[src/rtl/uart_rx.sv]
// UART receiver, 8N1, LSB first, 16x oversampling.
// Holds the last good byte with sticky frame and overrun flags.
module uart_rx #(
    parameter int CLK_FREQ = 100000000,
    parameter int BAUD     = 9600
) (
    input  logic       pClk,
    input  logic       pReset,
    input  logic       RxD,
    input  logic       rd_ack,
    input  logic       err_clr,
    output logic [7:0] rx_data,
    output logic       rx_valid,
    output logic       rx_done,
    output logic       frame_err,
    output logic       overrun,
    output logic       busy
);

    localparam int DIV = CLK_FREQ / (BAUD * 16);
    localparam int CW  = (DIV > 1) ? $clog2(DIV) : 1;
    localparam logic [CW-1:0] DIV_LAST = CW'(DIV - 1);

    typedef enum logic [2:0] {
        IDLE,
        START,
        DATA,
        STOP,
        WAIT_HIGH
    } state_t;

    state_t        state;
    state_t        state_next;

    logic          rx_meta;
    logic          rx_s;

    logic [CW-1:0] div_cnt;
    logic          run;
    logic          tick;

    logic [3:0]    tick_idx;
    logic [3:0]    tick_idx_next;
    logic [2:0]    bit_idx;
    logic [2:0]    bit_idx_next;
    logic [7:0]    shift;
    logic [7:0]    shift_next;

    logic          accept;
    logic          stop_err;

    // Bring the asynchronous line into the clock domain; idle level is high.
    always_ff @(posedge pClk) begin
        if (pReset) begin
            rx_meta <= 1'b1;
            rx_s    <= 1'b1;
        end else begin
            rx_meta <= RxD;
            rx_s    <= rx_meta;
        end
    end

    // Oversample divider only runs while a frame is being timed.
    assign run  = (state != IDLE) && (state != WAIT_HIGH);
    assign tick = run && (div_cnt == DIV_LAST);

    // Oversample tick counter, wraps after DIV cycles.
    always_ff @(posedge pClk) begin
        if (pReset) begin
            div_cnt <= '0;
        end else if (!run) begin
            div_cnt <= '0;
        end else if (div_cnt == DIV_LAST) begin
            div_cnt <= '0;
        end else begin
            div_cnt <= div_cnt + CW'(1);
        end
    end

    // Frame state and datapath registers.
    always_ff @(posedge pClk) begin
        if (pReset) begin
            state    <= IDLE;
            tick_idx <= 4'd0;
            bit_idx  <= 3'd0;
            shift    <= 8'h00;
        end else begin
            state    <= state_next;
            tick_idx <= tick_idx_next;
            bit_idx  <= bit_idx_next;
            shift    <= shift_next;
        end
    end

    // Next-state logic: centre on the start bit, then sample every 16 ticks.
    always_comb begin
        state_next    = state;
        tick_idx_next = tick_idx;
        bit_idx_next  = bit_idx;
        shift_next    = shift;
        accept        = 1'b0;
        stop_err      = 1'b0;
        unique case (state)
            IDLE: begin
                tick_idx_next = 4'd0;
                bit_idx_next  = 3'd0;
                if (!rx_s) begin
                    state_next = START;
                end
            end
            START: begin
                if (tick) begin
                    if (tick_idx == 4'd7) begin
                        tick_idx_next = 4'd0;
                        bit_idx_next  = 3'd0;
                        state_next    = rx_s ? IDLE : DATA;
                    end else begin
                        tick_idx_next = tick_idx + 4'd1;
                    end
                end
            end
            DATA: begin
                if (tick) begin
                    tick_idx_next = tick_idx + 4'd1;
                    if (tick_idx == 4'd15) begin
                        shift_next   = {rx_s, shift[7:1]};
                        bit_idx_next = bit_idx + 3'd1;
                        if (bit_idx == 3'd7) begin
                            state_next = STOP;
                        end
                    end
                end
            end
            STOP: begin
                if (tick) begin
                    tick_idx_next = tick_idx + 4'd1;
                    if (tick_idx == 4'd15) begin
                        if (rx_s) begin
                            accept     = 1'b1;
                            state_next = IDLE;
                        end else begin
                            stop_err   = 1'b1;
                            state_next = WAIT_HIGH;
                        end
                    end
                end
            end
            WAIT_HIGH: begin
                if (rx_s) begin
                    state_next = IDLE;
                end
            end
            default: begin
                state_next = IDLE;
            end
        endcase
    end

    // Holding register: a simultaneous read does not count as an overrun.
    always_ff @(posedge pClk) begin
        if (pReset) begin
            rx_data  <= 8'h00;
            rx_valid <= 1'b0;
        end else if (accept) begin
            rx_data  <= shift;
            rx_valid <= 1'b1;
        end else if (rd_ack) begin
            rx_valid <= 1'b0;
        end
    end

    // Sticky error flags; a new error event beats a clear in the same cycle.
    always_ff @(posedge pClk) begin
        if (pReset) begin
            frame_err <= 1'b0;
            overrun   <= 1'b0;
        end else begin
            if (stop_err) begin
                frame_err <= 1'b1;
            end else if (err_clr) begin
                frame_err <= 1'b0;
            end
            if (accept && rx_valid && !rd_ack) begin
                overrun <= 1'b1;
            end else if (err_clr) begin
                overrun <= 1'b0;
            end
        end
    end

    assign rx_done = accept;
    assign busy    = (state != IDLE);

endmodule

[config.mk]
export PLATFORM = sky130hd
export DESIGN_NAME = uart_rx
export DESIGN_NICKNAME = d
export VERILOG_FILES = /design/src/rtl/uart_rx.sv
export SDC_FILE = /design/constraint.sdc
export NUM_CORES = 1
export LEC_CHECK = 0
export CORE_MARGIN = 2
export CORE_UTILIZATION = 55
export CTS_BUF_LIST = sky130_fd_sc_hd__clkbuf_16
export DETAILED_ROUTE_END_ITERATION = 10
export PLACE_DENSITY_LB_ADDON = 0.08
export SKIP_LAST_GASP = 1
export SYNTH_ARGS = -nofsm -noshare
export SYNTH_HDL_FRONTEND = slang
export SYNTH_SLANG_ARGS = --single-unit
[constraint.sdc]
create_clock -name pClk -period 3.3 [get_ports pClk]
set_input_delay 0.33 -clock pClk [delete_from_list [all_inputs] [get_ports pClk]]
set_output_delay 0.33 -clock pClk [all_outputs]
set_load 0.05 [all_outputs]
==> results.json <==
{
  "drt_iter0_markers": 103,
  "arrival_ps": 2280,
  "cp-end-kind": "output port",
  "cp-start-kind": "register",
  "io_buffer_count": 17,
  "cap_viol_max_count": 0,
  "yosysTopAreaCellShare_pct": 41.1,
  "cts_max_path_buffers": 2,
  "setup_viol": 0,
  "rows": 21,
  "max_freq_mhz": 383,
  "drt_wl_total_mm": 4.14,
  "yosys_warnings": 0,
  "start_util_pct": 58.4,
  "clock_latency_ps": 280,
  "ir_drop_v": 0.000397,
  "coreArea_um2": 3420,
  "ctsRootBufferMaster": "clkbuf_16",
  "outcome": "finished, final reports clean",
  "finalClockSkew_ps": 6.80,
  "crit_path_max_fanout": 20,
  "relSlewSlack_pct": 29.3,
  "drive_gt1_share_pct": 8.16,
  "synthTopCellsByCount": "dfxtp_1 (41), nand4_1 (22), o21ai_0 (20)",
  "ant_nets": 0,
  "finalCriticalPeriod_ps": 2610,
  "pwr_density_cell_nw_per_um2": 585,
  "synth_edf_count": 0,
  "num_vias": 1750,
  "p_leak_nw": 0.800,
  "synth_nets": 245,
  "holdBufCountCts": 0,
  "finalNetCount": 254,
  "overflow": 0,
  "post-cts-setup-buffers": 0,
  "clkTransAtPathRegs_ps": 60,
  "reg2reg_depth": 5,
  "first_global_vias": 1704,
  "num-fill-cells": 293,
  "grt_pass1_wl_mm": 7.27,
  "yosysSeqAreaShare_pct": 41.1,
  "synth_area_um2": 2000,
  "worstMarginPinSlew_ps": 1050,
  "syn_inst": 235,
  "wire_per_inst_um": 14.2,
  "maxSlewViolCount": 0,
  "path_class": "register to output port",
  "holdCritPathClass": "register to register",
  "tns_ps": 0,
  "cts_buffers": 5,
  "via_per_inst": 6.01,
  "synthToLayoutAreaGrowth_pct": 15.9,
  "die_w_um": 64.2,
  "cts_resized": 0,
  "drc": 0,
  "hold_viol_final": 0,
  "finalWeightedCongestion": 0.815,
  "post-dp-hpwl_mm": 2.87,
  "htreeDepth": 2,
  "antenna_found_initial": 0,
  "min_path_cells": 1,
  "required_ps": 2970,
  "dr.pass1.iters": 4,
  "grt_max_degree": 21,
  "track_usage_pct": 22.3,
  "yosys_register_bits": 41,
  "rsz0062_at_grt": "no",
  "synth_area_leader_cell": "dfxtp_1",
  "post-route-period-util_pct": 79.1,
  "ys.flop_type": "dfxtp_1",
  "antenna_cells": 0,
  "ys_types": 46,
  "clock-sinks": 41,
  "dp_cells": 283,
  "die_h_um": 64.2,
  "final_cells": 291,
  "ioPinCount": 18,
  "cts_tree": "built",
  "die-area_um2": 4130,
  "synthArstFlopShare_pct": 0,
  "synth_area_per_cell_um2": 8.49,
  "synth_area_leaders": "dfxtp_1 (41%), nand4_1 (6.9%), o21ai_0 (5.0%)",
  "yosysMostFrequentCell": "dfxtp_1"
}
cells in the final DEF (no fill, tap or decap), types with 2 or more instances in the layout:
cell type | netlist | final
clkdlybuf4s50_1 | 0 | 16
ha_1 | 5 | 5
nor2_1 | 16 | 16
and3b_1 | 2 | 2
nand2_1 | 10 | 10
a21oi_1 | 19 | 19
mux2i_1 | 3 | 3
a31oi_1 | 2 | 2
nand2b_1 | 3 | 3
nand3b_1 | 2 | 2
xor2_1 | 8 | 8
and2_1 | 3 | 3
buf_4 | 1 | 4
o211ai_1 | 2 | 2
clkinv_2 | 0 | 2
nand3_1 | 12 | 12
nor3_1 | 8 | 8
o21ai_0 | 20 | 20
dfxtp_1 | 41 | 41
or2_2 | 2 | 2
xnor2_1 | 3 | 3
nor2b_1 | 2 | 2
clkbuf_16 | 0 | 5
a211oi_1 | 3 | 3
inv_1 | 4 | 4
nand4_1 | 22 | 22
and3_1 | 3 | 3
o21a_1 | 4 | 4
sequential cells by signal, indices dropped and copies added (netlist names), 3 cells and up:
register	count
shift	8
state	3
tick_idx	4
div_cnt	10
rx_data	8
bit_idx	3
routing by layer:
metal  vias to the layer above  GRT usage (%)  routed length [um]
met2                        31           38.8                2060
met3                         7           4.75                 134
met1                       830           26.6                1880
met5                         -              0                   0
met4                         0           9.04                  65
li1                        882              -                   -
final cells by class:
cell class                      count  area, um2  area share [%]
Clock buffer                        5        125            5.41
Timing Repair Buffer               20        190            8.22
Tap cell                           46       57.6            2.49
Sequential cell                    41        821            35.5
Clock inverter                      3       17.5           0.757
Multi-Input combinational cell    172       1090            47.0
Inverter                            4       15.0           0.649
critical path: stages, from the launching register on:
cell,delay [ps]
dfxtp_1,650
o21a_1,640
nand4_1,150
buf_4,230
nor2_1,110
buf_4,210
worst paths after layout:
kind,from,to,slack [ps]
worst max-delay path,state[0]$_SDFFE_PP0P_,rx_done,690
worst min-delay path,rx_meta$_SDFF_PP1_,rx_s$_SDFF_PP1_,440
worst max register to register,state[0]$_SDFFE_PP0P_,state[1]$_SDFFE_PP0P_,1150
worst min register to register,rx_meta$_SDFF_PP1_,rx_s$_SDFF_PP1_,440
report_power, final:
| part | switching [mW] | internal (mW) | total, mW |
|---|---|---|---|
| clock | 0.190 | 0.277 | 0.467 |
| combinational | 0.193 | 0.121 | 0.314 |
| sequential | 0.0571 | 0.514 | 0.571 |
kinds of logic (layout without fill, tap and decap cells):
logic type / after synthesis / in the layout / synth area share [%]
flops: 41 / 41 / 41.1
simple gates: 94 / 94 / 27.1
compound gates: 58 / 58 / 17.3
fa+ha+maj: 5 / 5 / 3.13
mux: 4 / 4 / 2.07
xor+xnor: 11 / 11 / 4.83
buf+inv: 22 / 32 / 4.39
stage by stage:
stage	setup slack [ps]	cell area [um2]	total power, mW	hold slack, ps	utilization [%]
final	689	2310	1.35	440	67.7
after global routing	465	2310	1.42	462	67.7
after CTS	723	2310	1.36	447	67.7
after detailed placement	1030	2170	0.894	425	63.6
after global placement	1100	2170	0.884	401	63.6
after floorplan	1060	2000	0.825	389	-
No activity file was read; power rests on OpenSTA's default activity.
